## config.mk

```make
export PLATFORM = sky130hd
export DESIGN_NAME = bicolour_led_pwm
export DESIGN_NICKNAME = d
export VERILOG_FILES = /design/src/rtl/bicolour_led_pwm.sv
export SDC_FILE = /design/constraint.sdc
export NUM_CORES = 1
export LEC_CHECK = 0
export BUFFER_PORTS_ARGS = -buffer_cell sky130_fd_sc_hd__buf_2
export CORE_ASPECT_RATIO = 0.6
export CORE_MARGIN = 2
export CORE_UTILIZATION = 40
export CTS_BUF_LIST = sky130_fd_sc_hd__clkbuf_4 sky130_fd_sc_hd__clkbuf_8
export DETAILED_ROUTE_END_ITERATION = 10
export GPL_ROUTABILITY_DRIVEN = 1
export SLEW_MARGIN = 0
export SYNTH_ARGS = -nofsm -noshare
export SYNTH_HDL_FRONTEND = slang
export SYNTH_SLANG_ARGS = --single-unit
```

## constraint.sdc

```tcl
create_clock -name clk -period 13.1 [get_ports clk]
set_input_delay 1.965 -clock clk [delete_from_list [all_inputs] [get_ports clk]]
set_output_delay 1.965 -clock clk [all_outputs]
set_load 0.01 [all_outputs]
```

## src/rtl/bicolour_led_pwm.sv

```systemverilog
// Bicolour LED PWM driver: each tristate pin alternates colour A (driven 0) and colour B
// (driven 1) with independent PWM duty, fed from a live table committed at frame boundaries.
module bicolour_led_pwm #(
    parameter int N_LEDS     = 12,
    parameter int PWM_BITS   = 8,
    parameter int DEAD_TICKS = 2,
    parameter int PRESCALE   = 1,
    parameter int ADDR_BITS  = 4
) (
    input  logic                 clk,
    input  logic                 rst,
    input  logic                 wr_en,
    input  logic [ADDR_BITS-1:0] wr_addr,
    input  logic [PWM_BITS-1:0]  wr_duty_a,
    input  logic [PWM_BITS-1:0]  wr_duty_b,
    input  logic                 commit,
    output logic                 commit_pending,
    output logic                 frame_start,
    output logic [N_LEDS-1:0]    led_o,
    output logic [N_LEDS-1:0]    led_oe
);

    localparam int PHASE_LEN = DEAD_TICKS + (1 << PWM_BITS);
    localparam int POS_W     = $clog2(PHASE_LEN);
    localparam int PRE_W     = (PRESCALE > 1) ? $clog2(PRESCALE) : 1;

    localparam logic [POS_W-1:0]   POS_LAST  = POS_W'(PHASE_LEN - 1);
    localparam logic [POS_W-1:0]   POS_DEAD  = POS_W'(DEAD_TICKS);
    localparam logic [PRE_W-1:0]   PRE_LAST  = PRE_W'(PRESCALE - 1);
    localparam logic [ADDR_BITS:0] ADDR_LIMIT = (ADDR_BITS + 1)'(N_LEDS);

    typedef enum logic {
        PH_A = 1'b0,
        PH_B = 1'b1
    } phase_t;

    typedef struct packed {
        logic [PWM_BITS-1:0] a;
        logic [PWM_BITS-1:0] b;
    } duty_t;

    logic [PRE_W-1:0]  r_pre;
    logic              w_tick;
    phase_t            r_phase;
    phase_t            w_phase_nxt;
    logic [POS_W-1:0]  r_pos;
    logic [POS_W-1:0]  w_pos_nxt;
    logic              w_copy_edge;
    logic              w_copy;
    logic              w_wr_ok;
    logic              r_pending;
    duty_t             r_shadow [N_LEDS];
    duty_t             r_live   [N_LEDS];
    logic              w_dead;
    logic [PWM_BITS-1:0] w_c;
    logic [N_LEDS-1:0] w_oe_nxt;
    logic [N_LEDS-1:0] w_o_nxt;
    logic [N_LEDS-1:0] r_led_oe;
    logic [N_LEDS-1:0] r_led_o;
    logic              r_frame_start;

    // Prescaler: one tick every PRESCALE clocks (constant high when PRESCALE is 1).
    assign w_tick = (r_pre == PRE_LAST);

    always_ff @(posedge clk or posedge rst) begin
        if (rst) begin
            r_pre <= '0;
        end else if (w_tick) begin
            r_pre <= '0;
        end else begin
            r_pre <= r_pre + PRE_W'(1);
        end
    end

    always_ff @(posedge clk or posedge rst) begin
        if (rst) begin
            r_phase <= PH_A;
            r_pos   <= '0;
        end else begin
            r_phase <= w_phase_nxt;
            r_pos   <= w_pos_nxt;
        end
    end

    always_comb begin
        w_phase_nxt = r_phase;
        w_pos_nxt   = r_pos;
        if (w_tick) begin
            if (r_pos == POS_LAST) begin
                w_pos_nxt   = '0;
                w_phase_nxt = (r_phase == PH_A) ? PH_B : PH_A;
            end else begin
                w_pos_nxt = r_pos + POS_W'(1);
            end
        end
    end

    // The B->A wrap is the only point where the live table may change.
    assign w_copy_edge = w_tick && (r_phase == PH_B) && (r_pos == POS_LAST);
    assign w_copy      = w_copy_edge && (r_pending || commit);
    assign w_wr_ok     = wr_en && ({1'b0, wr_addr} < ADDR_LIMIT);

    always_ff @(posedge clk or posedge rst) begin
        if (rst) begin
            // NOTE: both tables are real flops with reset, so a reset leaves every LED dark
            // and a commit right after reset copies zeros rather than stale intensities.
            for (int i = 0; i < N_LEDS; i++) begin
                r_shadow[i] <= '0;
                r_live[i]   <= '0;
            end
            r_pending <= 1'b0;
        end else begin
            // NOTE: non-blocking assignments make the copy read the shadow value from before
            // this edge, so a write landing on the copy edge stays in shadow only.
            for (int i = 0; i < N_LEDS; i++) begin
                if (w_wr_ok && (wr_addr == ADDR_BITS'(i))) begin
                    r_shadow[i] <= {wr_duty_a, wr_duty_b};
                end
                if (w_copy) begin
                    r_live[i] <= r_shadow[i];
                end
            end
            if (w_copy_edge) begin
                r_pending <= 1'b0;
            end else if (commit) begin
                r_pending <= 1'b1;
            end
        end
    end

    assign w_dead = (r_pos < POS_DEAD);
    assign w_c    = PWM_BITS'(r_pos - POS_DEAD);

    always_comb begin
        // NOTE: defaults first so every path assigns every bit and no latch is inferred.
        w_oe_nxt = '0;
        w_o_nxt  = '0;
        for (int i = 0; i < N_LEDS; i++) begin
            if (!w_dead) begin
                if (r_phase == PH_A) begin
                    w_oe_nxt[i] = (w_c < r_live[i].a);
                end else begin
                    w_oe_nxt[i] = (w_c < r_live[i].b);
                    w_o_nxt[i]  = w_oe_nxt[i];
                end
            end
        end
    end

    always_ff @(posedge clk or posedge rst) begin
        if (rst) begin
            r_led_oe      <= '0;
            r_led_o       <= '0;
            r_frame_start <= 1'b0;
        end else begin
            r_led_oe      <= w_oe_nxt;
            r_led_o       <= w_o_nxt;
            r_frame_start <= (r_phase == PH_A) && (r_pos == '0) && (r_pre == '0);
        end
    end

    assign led_oe         = r_led_oe;
    assign led_o          = r_led_o;
    assign frame_start    = r_frame_start;
    assign commit_pending = r_pending;

endmodule

```

# Word-level counts from Yosys, hierarchy flattened
# Index checks and enable logic that the tools add are counted.
# word_totals
regBits	421
latchBits	0
ramBits	0
mem_bits_ro	0
inputBits	24
output_inout_bits	26
wordCells	174
n_memories	0
# classes
add_sub_neg	3
multipliers	0
n_div	0
magnitude_cmp	26
n_eq_ne	12
n_shift	0
n_mux	53
n_bitwise	2
n_reduce_logical	23
# ops
cell	n
$lt A8 B8 Y1	24
$mux W1	52
$logic_and A1 B1 Y1	18
$eq A4 B3 Y1 const B	4
$eq A4 B4 Y1 const B	4
$add A9 B1 Y9 const B	1
$eq A9 B9 Y1 const B	1
$logic_not A9 Y1	1
$lt A9 B2 Y1 const B	1
$mux W9	1
$eq A4 B2 Y1 const B	2
$sub A8 B2 Y8 const B	1
$eq A4 B1 Y1 const B	1
$logic_not A4 Y1	1
$lt A4 B4 Y1 const B	1
$not A1 Y1	2
$reduce_and A2 Y1	1
$reduce_bool A2 Y1	1
$add A1 B1 Y1 const B	1
$logic_or A1 B1 Y1	1

# Logic depth before layout (Yosys ltp)
# Gate-level depths: netlist of the first run.
# depth
word_depth	4
mapped_depth	10
mapped_depth_nobuf	10

# Worst setup path before layout of the first run
# No wires, ideal clock.
# synth_timing
path_type	flip-flop to flip-flop
start	register r_pos[1]
end	register r_led_oe[0] (netlist: led_oe[0])
setup_time_ns	0.083
t_arrival_ns	3.617
t_required_ns	13.017
slack_ns	9.400
path_stages_with_launch	11
path_buffers	0
period_less_slack_ns	3.700
cell_sequence	dfrtp_1 -> inv_1 -> ha_1 -> nand2b_1 -> nor4_1 -> xor2_1 -> ha_1 -> and3_1 -> a221oi_1 -> nand2_1 -> o22ai_1
# synth_via
elab_chain_cells	4
word_cells_on_any_way	6
cone_classes	add/sub (1); order compare (3); mux (2)
# synth_lines
item	line	text
start: declaration	46	logic [POS_W-1:0] r_pos;
start signal: assignment	81	r_pos <= w_pos_nxt;
$sub A8 B2 Y8	132	assign w_c = PWM_BITS'(r_pos - POS_DEAD);
$lt A8 B8 Y1, on equally long branches	141, 143	
$mux W1	140	if (r_phase == PH_A) begin
$mux W1 (*)	139	if (!w_dead) begin
net w_oe_nxt[0]	56	logic [N_LEDS-1:0] w_oe_nxt;
end signal: assignment	156	r_led_oe <= w_oe_nxt;
end: declaration	58	logic [N_LEDS-1:0] r_led_oe;
# Mark *: on every way through the listed nets, which the timed path passes. The rest lies on a longest branch.
# A chain may end at the register's enable or synchronous reset.

# Worst setup path after layout of the first run
# layout_timing
start	register r_pos[2]
end	register r_led_oe[8] (netlist: led_oe[8])
# The elaborated chain is that of the path after synthesis.

==> impl_results.md, run 1 <==
* Status: finished clean
* Final nets at 1818
* Vias in the first global route at around 12000
* Via/cell ratio at 5.04
* Worst setup path class: reg -> reg
* DIE AREA at 53200 um^2
* Final period utilization at 30.6%
* Row count at 64
* Final Core Density at between 40% and 50%
* Initial core utilization at between 40 and 50%
* Post-Syn Nets at 1749
* Die Y at 179 um
* Syn avg cell area at 13.2 um^2
* CP Capture Type: flop
* RSZ-0062 raised after global routing: false
* Initial antenna violation count at 6
* Hold-fix buffers, CTS at 0
* Maximum clock path buffer count at 3
* Post-Route Skew at between 0.02 and 0.025 ns
* Number of flops mapped to enable cells by yosys at 0
* Pwr per Cell Area at about 120 nW/um^2
* Max Freq at 249 MHz
* DIE WIDTH at 296 um
* Post-synth ARST share at between 90% and 100%
* Residual DRC at 0
* Core Area at between 50000 and 60000 um^2
* Drt pass-1 iters at 5
* Arr. time, crit path at 4.56 ns
* Root Buffer: clkbuf_8
* Yosys warns at 0
* Yosys reg bits at 420
* Max VDD drop at 0.0000577 V
* Initial DRC count at between 600 and 700
* Number of I/O pins at 50
* Max Slew Vio Count at 0
* Worst Setup Start Kind: flop
* GR Overflow Total at 0
* Worst-path maximum fanout at 15
* Post-route minimum period at 4.01 ns
* Syn Std Cell Area at just over 20000 um^2
* Setup TNS at 0 ns
* Sequential share of the synthesized area at 51.2%
* Total CTS buffers at 61
* Final setup violation count at 0
* Worst-Skew Late Latency at 0.64 ns
* Max_cap viols at 0
* Leakage at 10.6 nW
* DRT antenna net count at 0
* Critical path data required time at approximately 14 ns
* CTS tree: yes
* Routed WL per cell at between 15 and 20 um
* Worst-Margin Slew at 1.27 ns
* Post-CTS setup buffers at 0
* Ys flop type: dfrtp_1
* Buffers on Ports at 49
* Largest net degree at the start of global routing at 182
* Final hold vios at 0
* Post-synth top area cell: dfrtp_1
* Syn-to-layout area delta at 10.8%
* Clk sinks at 420
* Dpl hpwl at roughly 28000 um
* Final wirelength at 46700 um
* Share of the synthesized area in the top cell type at between 50% and 60%
* Hold Crit Class: reg -> reg
* First-pass GRT wire length at approximately 73000 um
* Synth top area cells: dfrtp_1, ha_1, mux2_2
* Mapped Cells at 1552
* Yosys cell types at 44
* Share of cells above drive strength 1 at 28.3%
* Max-slew headroom at 15.6%
* GP Congestion at 0.752
* All-Layer GR Usage at 18.0%
* Layout fillers at 4620
* CTS resizes at 0
* Vias at about 12000
* CTS clk-pin slew, worst paths at around 0.070 ns
* H-tree levels at 2
==> routing by layer <==
layer,up-vias,wire [um],track usage [%]
li1,5530,-,-
met1,6101,23200,27.0
met2,206,20300,26.3
met3,80,2270,3.91
met4,2,920,4.40
met5,-,13,0
==> through the flow <==
| step | cell area (um^2) | total power (W) | cells | worst slack (ns) | hold WS [ns] |
|---|---|---|---|---|---|
| floorplan | 20500 | 0.00166 | 1552 | 5.47 | 0.449 |
| global placement | 21400 | 0.00170 | 2251 | 8.55 | 0.460 |
| global route | 22700 | 0.00297 | 2365 | 8.67 | 0.497 |
| CTS | 22700 | 0.00287 | 2363 | 9.04 | 0.482 |
| finish | 22700 | 0.00284 | 2367 | 9.09 | 0.479 |
| detailed placement | 21400 | 0.00172 | 2251 | 8.55 | 0.467 |
==> synth_stat cells (all sizes together) (3+ instances only) <==
master,count
nand3b,3
a221oi,7
nor2b,7
nand4,5
o21ai,23
o211ai,10
xnor2,5
nor3b,6
nor3,3
nor2,51
nand2b,18
xor2,8
inv,174
and3,11
nand3,34
ha,173
clkbuf,36
o22ai,6
mux2,384
a21o,30
a211oi,8
dfrtp,420
a31oi,6
a2111oi,6
nand2,35
buf,27
a21oi,42
==> power breakdown <==
part           total (W)  internal (W)  switching (W)
registers        0.00150       0.00143      0.0000674
clock network    0.00114      0.000629       0.000513
logic           0.000191      0.000108      0.0000834
==> state kept, by name, summed over array words and instances (netlist names) <==
register,flops
r_live,192
r_shadow,192
led_o,12
led_oe,12
r_pos,9
commit_pending,1
frame_start,1
r_phase,1
==> worst max-delay path, stage by stage (launching register included) <==
cell and delay, ns:
dfrtp_1 0.46, inv_1 0.09, ha_1 0.30, nand2b_1 0.12, nor2_1 0.26, xor2_4 0.66
buf_4 0.46, ha_1 0.30, nand3_1 0.10, o211ai_1 0.10, a211oi_1 0.87, a21o_1 0.20
==> cell usage in the layout, fill, tap and decap left out, types with 5 or more instances in the layout <==
| cell | n |
|---|---|
| dfrtp_1 | 420 |
| mux2_2 | 182 |
| inv_1 | 173 |
| ha_1 | 173 |
| mux2_1 | 102 |
| mux2_4 | 100 |
| clkbuf_8 | 80 |
| nor2_1 | 51 |
| buf_2 | 49 |
| a21oi_1 | 42 |
| nand2_1 | 35 |
| nand3_1 | 34 |
| a21o_1 | 30 |
| o21ai_0 | 23 |
| clkbuf_4 | 23 |
| nand2b_1 | 18 |
| buf_4 | 17 |
| and3_1 | 11 |
| o211ai_1 | 10 |
| a211oi_1 | 8 |
| nor2b_1 | 7 |
| a221oi_1 | 7 |
| nor3b_1 | 6 |
| a31oi_1 | 6 |
| o22ai_1 | 6 |
| a2111oi_0 | 6 |
| clkinv_2 | 6 |
| nand4_1 | 5 |
==> path summary, 6_finish.rpt <==
kind,startpoint,end,slack [ns],depth (start not counted)
setup / recovery,r_pos[2]$_DFF_PP0_,led_oe[8]$_DFF_PP0_,9.09,11
max in group asynchronous,rst,led_o[4]$_DFF_PP0_,9.98,4
min in group asynchronous,rst,r_shadow[173]$_DFFE_PP0P_,1.62,3
setup reg to reg,r_pos[2]$_DFF_PP0_,led_oe[8]$_DFF_PP0_,9.09,11
hold reg to reg,r_shadow[80]$_DFFE_PP0P_,r_live[80]$_DFFE_PP0P_,0.48,1
hold / removal,r_shadow[80]$_DFFE_PP0P_,r_live[80]$_DFFE_PP0P_,0.48,1
==> area by class of cell <==
cell class                 instances  area [um^2]  share of cell area, %
inverter                         174          657                   2.89
clock buffer                     103         1270                   5.61
antenna                            4         10.0                 0.0441
multi-input combinational        895         8890                   39.1
timing repair buffer              69          433                   1.91
clock inverter                     9         75.1                  0.330
sequential                       420        10500                   46.3
tap                              693          867                   3.82
==> logic make-up after synthesis <==
logic type | count (synthesis) | synth area share [%]
flops | 420 | 51.2
fa+ha+maj | 173 | 10.6
compound gates | 144 | 4.51
simple gates | 181 | 4.41
buf+inv | 237 | 5.83
xor+xnor | 13 | 0.555
mux | 384 | 22.9
Note: power is estimated with default switching activity, not from simulation.
==> run 2: changes to the inputs <==
--- a/config.mk
+++ b/config.mk
@@ -5,6 +5,7 @@
 export SDC_FILE = /design/constraint.sdc
 export NUM_CORES = 1
 export LEC_CHECK = 0
+export ABC_AREA = 1
 export BUFFER_PORTS_ARGS = -buffer_cell sky130_fd_sc_hd__buf_2
 export CORE_ASPECT_RATIO = 0.6
 export CORE_MARGIN = 2
==> constraint.sdc (replaced) <==
create_clock -name clk -period 3.6 [get_ports clk]
set_input_delay 0.54 -clock clk [delete_from_list [all_inputs] [get_ports clk]]
set_output_delay 0.54 -clock clk [all_outputs]
set_load 0.01 [all_outputs]
==> impl_results.md, run 2 <==
* Yosys cell types at 23 (-48%)
* Worst-path cell chain: inv_1, buf_4, ha_1, nand3_2, nor2_4, nand3_4, buf_12, nand2_1, o21ai_2
* Status: finished clean
* Synth cell count leaders: nand2_1, inv_1, dfrtp_1
* Sequential share of the synthesized area at 49.6% (-1.6 points)
* H-tree levels at 2 (unchanged)
* DIE WIDTH at 301 um (+1.6%)
* Yosys warns at 0 (unchanged)
* Most frequent cell after synthesis: nand2_1
* Share of the synthesized area in the top cell type at 49.6% (-1.6 points)
* GR Overflow Total at 0 (unchanged)
* Mapped Cells at 2478 (+60%)
* Core Area at 52500 um^2 (+3.3%)
* Initial DRC count at 1134 (+68%)
* Multi-input gate area at 8250 um^2 (-7.2%)
* Maximum clock path buffer count at 3 (unchanged)
* Max-slew headroom at 25.0% (+9.4 points)
* Worst-Skew Late Latency at 0.64 ns (about the same)
* Syn Std Cell Area at 21200 um^2 (+3.3%)
* Power share of the combinational group at 7.6% (+0.9 points)
* Initial antenna violation count at 5 (-1)
* Max Freq at 379 MHz (+52%)
* Max_cap viols at 0 (unchanged)
* Post-Syn Nets at 2675 (+53%)
* Fin cells at 3268 (+38%)
* CTS clk-pin slew, worst paths at 0.07 ns (about the same)
* Internal power at 0.00774 W (+260%)
* GP Congestion at 0.817 (+8.7%)
* Clock network fraction of total power at 40.6% (+0.3 points)
* Post-route minimum period at 2.64 ns (-1.37 ns)
* FF/Latch Area at 10500 um^2 (unchanged)
* Final setup violation count at 0 (unchanged)
* Xor-xnor portion of the synthesized cell area at 0.331% (-0.22 points)
* Vias in the first global route at 14801 (+23%)
* Post-placement cell count at 3158 (+40%)
* Via/cell ratio at 4.68 (-7.1%)
* Post-Synth Simple-Gate Area at 16.0% (+12 points)
* Vias at 15290 (+28%)
* Commonest cells after routing, fill and taps aside: nand2_1, inv_1, dfrtp_1
* Routed WL per cell at 15.6 um (-21%)
* Final Core Density at 44.5% (-0.20 points)
* Final instance area at 23400 um^2 (+2.9%)
* Slowest stage cell, crit path: dfrtp_1
* Drt pass-1 iters at 5 (unchanged)
* All-Layer GR Usage at 19.1% (+1.1 points)
* Complex-gate fraction of the synthesized area at 12.2% (+7.7 points)
* Final nets at 2715 (+49%)
* Post-synth ARST share at 100% (unchanged)
* Syn avg cell area at 8.55 um^2 (-35%)
* Worst Setup Start Kind: flop
* Clk sinks at 420 (unchanged)
* Max Slew Vio Count at 0 (unchanged)
* Synth top area cells: dfrtp_1, nand2_1, ha_1
* CTS tree: yes
* RSZ-0062 raised after global routing: false
* Ys flop type: dfrtp_1
* NetSw at 0.00267 W (+300%)
* Critical path data required time at 4.09 ns (-9.55 ns)
* Layout fillers at 5125 (+11%)
* Switching fraction of total power at 25.6% (+2.2 points)
* Final hold vios at 0 (unchanged)
* Share of cells above drive strength 1 at 12.6% (-16 points)
* Mux share of post-synthesis cell area at 0% (-23 points)
* Hold slack at 0.320 ns (-0.159 ns)
* Largest net degree at the start of global routing at 147 (-19%)
* Largest family of logic cells by synthesized area: simple AND/OR/NAND/NOR gates
* N_diodes at 0 (-4)
* Placed inst area at 22000 um^2 (+3.0%)
* Seq pwr share at 51.8% (-1.2 points)
* Max incr delay on CP at 0.40 ns (-0.47 ns)
* Max VDD drop at 0.000286 V (+400%)
* Post-Route Skew at 0.0245 ns (+0.000740 ns)
* CP bufs+invs at 3 (+1)
* Post-Synth Adder-Cell Area at 10.2% (-0.33 points)
* Final wirelength at 50900 um (+8.9%)
* Dpl hpwl at 30900 um (+12%)
* Worst-Margin Slew at 1.12 ns (-0.143 ns)
* Post-synth top area cell: dfrtp_1
* Yosys reg bits at 420 (unchanged)
* Syn-to-layout area delta at 10.3%
* Buffers on Ports at 49 (unchanged)
* CP Capture Type: flop
* Worst-path maximum fanout at 146 (+131)
* Total CTS buffers at 60 (-1.6%)
* First-pass GRT wire length at 81600 um (+12%)
* Arr. time, crit path at 3.13 ns (-1.43 ns)
* Family with the most delay on the worst path: simple AND/OR/NAND/NOR gates
* Die Y at 182 um (+1.6%)
* DRT antenna net count at 0 (unchanged)
* Hold Crit Class: in -> reg
* Number of I/O pins at 50 (unchanged)
* Number of flops mapped to enable cells by yosys at 0 (unchanged)
* Initial core utilization at 40.4% (about the same)
* Most common cell after layout, fill and taps aside: nand2_1
* DIE AREA at 54900 um^2 (+3.2%)
* Residual DRC at 0 (unchanged)
* Final period utilization at 73.3% (+43 points)
* Root Buffer: clkbuf_8
* Worst setup path class: reg -> reg
* Leakage at 11.9 nW (+12%)
* Biggest registers after layout: r_live x192, r_shadow x192
* Row count at 65 (+1.6%)
* CTS resizes at 0 (unchanged)
* Pwr per Cell Area at 445 nW/um^2 (+260%)
## run 2: cells by family (layout without fill, tap and decap cells)
| group | Yosys count | after routing |
|---|---|---|
| adders and majority gates | 173 | 173 |
| AOI/OAI and AO/OA | 423 | 423 |
| DFF | 420 | 420 |
| xor gates and xnor gates | 8 | 8 |
| and+or+nand+nor | 872 | 872 |
| buffers and inverters | 582 | 669 |
## run 2: worst paths after layout
check | from | endpoint | slack (ns) | cells after the start
min in group asynchronous | rst | r_live[4]$_DFFE_PP0P_ | 0.50 | 3
max | r_pos[1]$_DFF_PP0_ | r_live[120]$_DFFE_PP0P_ | 0.96 | 9
min | commit | commit_pending$_DFFE_PP0P_ | 0.32 | 4
min reg2reg | r_live[157]$_DFFE_PP0P_ | r_live[157]$_DFFE_PP0P_ | 0.48 | 2
max reg2reg | r_pos[1]$_DFF_PP0_ | r_live[120]$_DFFE_PP0P_ | 0.96 | 9
max in group asynchronous | rst | r_shadow[146]$_DFFE_PP0P_ | 2.09 | 4
## run 2: metrics by stage
| step | worst slack, ns | setup TNS [ns] | total power (W) |
|---|---|---|---|
| 6_report | 0.962 | 0 | 0.0104 |
| 5_1_grt | 0.862 | 0 | 0.0109 |
| 4_1_cts | 1.02 | 0 | 0.0105 |
| 3_5_place_dp | 1.03 | 0 | 0.00628 |
| 3_3_place_gp | 1.15 | 0 | 0.00623 |
| 2_1_floorplan | -2.61 | -1094.31 | 0.00603 |
## run 2: area by class of cell
class                           count  area share [%]
Clock inverter                      2          0.0696
Multi-Input combinational cell   1476            35.3
Clock buffer                      107            5.77
Sequential cell                   420            45.0
Timing Repair Buffer               77            2.33
Inverter                          483            7.77
Tap cell                          703            3.76
## run 2: worst reg2reg max path, cell delays in order (launching register included)
cell,delay (ns)
dfrtp_1,0.40
inv_1,0.11
buf_4,0.34
ha_1,0.24
nand3_2,0.11
nor2_4,0.23
nand3_4,0.27
buf_12,0.32
nand2_1,0.41
o21ai_2,0.06
## run 2: layer usage
metal / vias to the layer above / track usage, % / wire [um]
li1: 7686 / - / -
met1: 7227 / 28.6 / 25900
met2: 295 / 28.4 / 21300
met3: 82 / 3.48 / 2600
met4: 0 / 4.88 / 1090
met5: - / 0 / 0
## run 2: power groups by stage
stage | clock network (W) | logic, W | registers (W)
final | 0.00423 | 0.000793 | 0.00539
after global routing | 0.00454 | 0.000953 | 0.00544
after CTS | 0.00434 | 0.000815 | 0.00539
after detailed placement | 0 | 0.000813 | 0.00547
after global placement | 0 | 0.000782 | 0.00545
after floorplan | 0 | 0.000614 | 0.00542
## run 2: repair_timing
action,CTS,global route
endpoints found under the hold margin,16,0
hold buffers,1,0
setup buffers,0,0
==> run 3: changes to the inputs <==
--- a/config.mk
+++ b/config.mk
@@ -5,7 +5,7 @@
 export SDC_FILE = /design/constraint.sdc
 export NUM_CORES = 1
 export LEC_CHECK = 0
-export ABC_AREA = 1
+export ABC_AREA = 0
 export BUFFER_PORTS_ARGS = -buffer_cell sky130_fd_sc_hd__buf_2
 export CORE_ASPECT_RATIO = 0.6
 export CORE_MARGIN = 2
==> constraint.sdc (replaced) <==
create_clock -name clk -period 2.7 [get_ports clk]
set_input_delay 0.405 -clock clk [delete_from_list [all_inputs] [get_ports clk]]
set_output_delay 0.405 -clock clk [all_outputs]
set_load 0.01 [all_outputs]
==> impl_results.md, run 3 (synthesized netlist as in run 1, its figures left out) <==
* Status: finished clean
* Worst-Skew Late Latency at 0.64 ns (about the same)
* Routed WL per cell at 20.4 um (+31%)
* DRT antenna net count at 0 (unchanged)
* Drt pass-1 iters at 5 (unchanged)
* First-pass GRT wire length at 76900 um (-5.7%)
* CP Capture Type: flop
* Largest net degree at the start of global routing at 73 (-50%)
* Worst-path maximum fanout at 8 (-95%)
* Internal power at 0.0108 W (+39%)
* Max Slew Vio Count at 0 (unchanged)
* DIE WIDTH at 296 um (-1.6%)
* Clock network fraction of total power at 41.6% (+1.0 points)
* Final period utilization at 97.6% (+24 points)
* All-Layer GR Usage at 19.0% (-0.085 points)
* Core Area at 50800 um^2 (-3.2%)
* Vias in the first global route at 12723 (-14%)
* Max-slew headroom at 53.7% (+29 points)
* Share of cells above drive strength 1 at 35.0% (+22 points)
* Routed met3 length at 2260 um (-13%)
* Power share of the combinational group at 6.7% (-0.9 points)
* Maximum clock path buffer count at 3 (unchanged)
* Die Y at 179 um (-1.6%)
* Max Freq at 379 MHz (about the same)
* Slowest stage cell, crit path: dfrtp_2
* Biggest registers after layout: r_live x192, r_shadow x192
* Pwr per Cell Area at 583 nW/um^2 (+31%)
* Clk sinks at 420 (unchanged)
* Switching fraction of total power at 23.4% (-2.2 points)
* Final hold vios at 0 (unchanged)
* Leakage at 11.1 nW (-6.9%)
* Met2 WL at 21600 um (+1.7%)
* H-tree levels at 2 (unchanged)
* Max_cap viols at 0 (unchanged)
* CTS tree: yes
* Initial antenna violation count at 7 (+2)
* Buffers on Ports at 49 (unchanged)
* Post-route minimum period at 2.64 ns (-0.00219 ns)
* Max incr delay on CP at 0.43 ns (+0.03 ns)
* DIE AREA at 53200 um^2 (-3.1%)
* Dpl hpwl at 31900 um (+3.0%)
* Max VDD drop at 0.000379 V (+32%)
* Critical path data required time at 3.28 ns (-0.81 ns)
* GP Congestion at 0.821 (+0.48%)
* Arr. time, crit path at 3.21 ns (+0.08 ns)
* Worst-Margin Slew at 0.694 ns (-0.430 ns)
* Worst setup path class: reg -> reg
* Total CTS buffers at 61 (+1.7%)
* Root Buffer: clkbuf_8
* GR Overflow Total at 0 (unchanged)
* Final nets at 1877 (-31%)
* Initial core utilization at 40.4% (about the same)
* Post-Route Skew at 0.0285 ns (+0.00392 ns)
* Number of I/O pins at 50 (unchanged)
* Most common cell after layout, fill and taps aside: dfrtp_1
* Final wirelength at 49500 um (-2.6%)
* Final Core Density at 47.6% (+3.1 points)
* Vias at 12127 (-21%)
* DR top layer: met4
* Hold slack at 0.161 ns (-0.159 ns)
* Met1 WL at 25100 um (-3.3%)
* Initial DRC count at 583 (-49%)
* Worst Setup Start Kind: flop
* Syn-to-layout area delta at 17.9%
* CTS clk-pin slew, worst paths at 0.07 ns (about the same)
* Commonest cells after routing, fill and taps aside: dfrtp_1, mux2_2, inv_1
* CP bufs+invs at 3 (unchanged)
* Residual DRC at 0 (unchanged)
* NetSw at 0.00330 W (+24%)
* Via/cell ratio at 5.00 (+6.9%)
* Worst-path cell chain: clkinvlp_4, ha_4, nand2b_4, nor4_4, xor2_4, buf_12, buf_12, ha_4, a21oi_2, o211ai_1, a211oi_2, a21o_1
* RSZ-0062 raised after global routing: true
* Row count at 64 (-1.5%)
* Seq pwr share at 51.7% (about the same)
* Final setup violation count at 0 (unchanged)
* Family with the most delay on the worst path: compound AO/OA/AOI/OAI gates
* Hold Crit Class: in -> reg
-- run 3: changes by cell type in the layout (fill, tap and decap cells not counted), sizes merged, moves of 36 or more --
| cell | delta |
|---|---|
| nand2 | -699 |
| mux2 | +384 |
| o21ai | -366 |
| inv | -310 |
| buf | +50 |
| nor2 | -36 |
-- run 3: tightest hold or removal path, cell delays in order --
cell and delay [ns]:
buf_2 0.08, nor2_1 0.06, a21oi_1 0.17
-- run 3: power by group through the flow --
stage	registers [W]	logic [W]	clock network, W
floorplan	0.00731	0.000736	0
global placement	0.00735	0.000929	0
detailed placement	0.00740	0.000971	0
CTS	0.00728	0.000975	0.00602
global route	0.00736	0.00105	0.00632
finish	0.00728	0.000950	0.00585
-- run 3: through the flow --
stage | instances | area, um^2 | setup TNS, ns | power (W) | setup WS, ns
after floorplan | 1552 | 21100 | -1430.97 | 0.00804 | -3.37
after global placement | 2297 | 22500 | 0 | 0.00828 | 0.122
after detailed placement | 2297 | 22500 | 0 | 0.00837 | 0.0737
after CTS | 2412 | 23900 | 0 | 0.0143 | 0.0581
after global routing | 2424 | 24200 | -0.396 | 0.0147 | -0.0521
final | 2425 | 24200 | 0 | 0.0141 | 0.0639
-- run 3: area by class of cell --
type / instances / area, um^2
clock buffers: 102 / 1280
inverters: 174 / 661
flip-flops and latches: 420 / 10500
well taps: 693 / 867
fillers: 4528 / 26600
diodes: 1 / 2.50
multi-input cells: 895 / 9500
clock inverters: 12 / 141
repair buffers: 128 / 1210
-- run 3: metal layers --
metal  global-route usage (%)  vias to the layer above
met5                        0                        -
met4                     3.15                        0
met3                     3.30                       56
met2                     28.8                      176
met1                     28.8                     6255
li1                         -                     5640
-- run 3: worst paths after layout --
kind | slack, ns | from | to | depth (start not counted)
max | 0.06 | r_pos[1]$_DFF_PP0_ | led_oe[8]$_DFF_PP0_ | 12
min | 0.16 | commit | commit_pending$_DFFE_PP0P_ | 3
max reg2reg | 0.06 | r_pos[1]$_DFF_PP0_ | led_oe[8]$_DFF_PP0_ | 12
min reg2reg | 0.48 | r_live[48]$_DFFE_PP0P_ | r_live[48]$_DFFE_PP0P_ | 1
max in group asynchronous | 1.44 | rst | r_live[79]$_DFFE_PP0P_ | 4
min in group asynchronous | 0.44 | rst | r_live[148]$_DFFE_PP0P_ | 3
-- run 3: what timing repair did --
item	in CTS	in global routing
resized for setup	0	25
setup endpoints to repair	0	13
hold buffers	1	0
buffers inserted	0	13
hold endpoints to repair	12	0
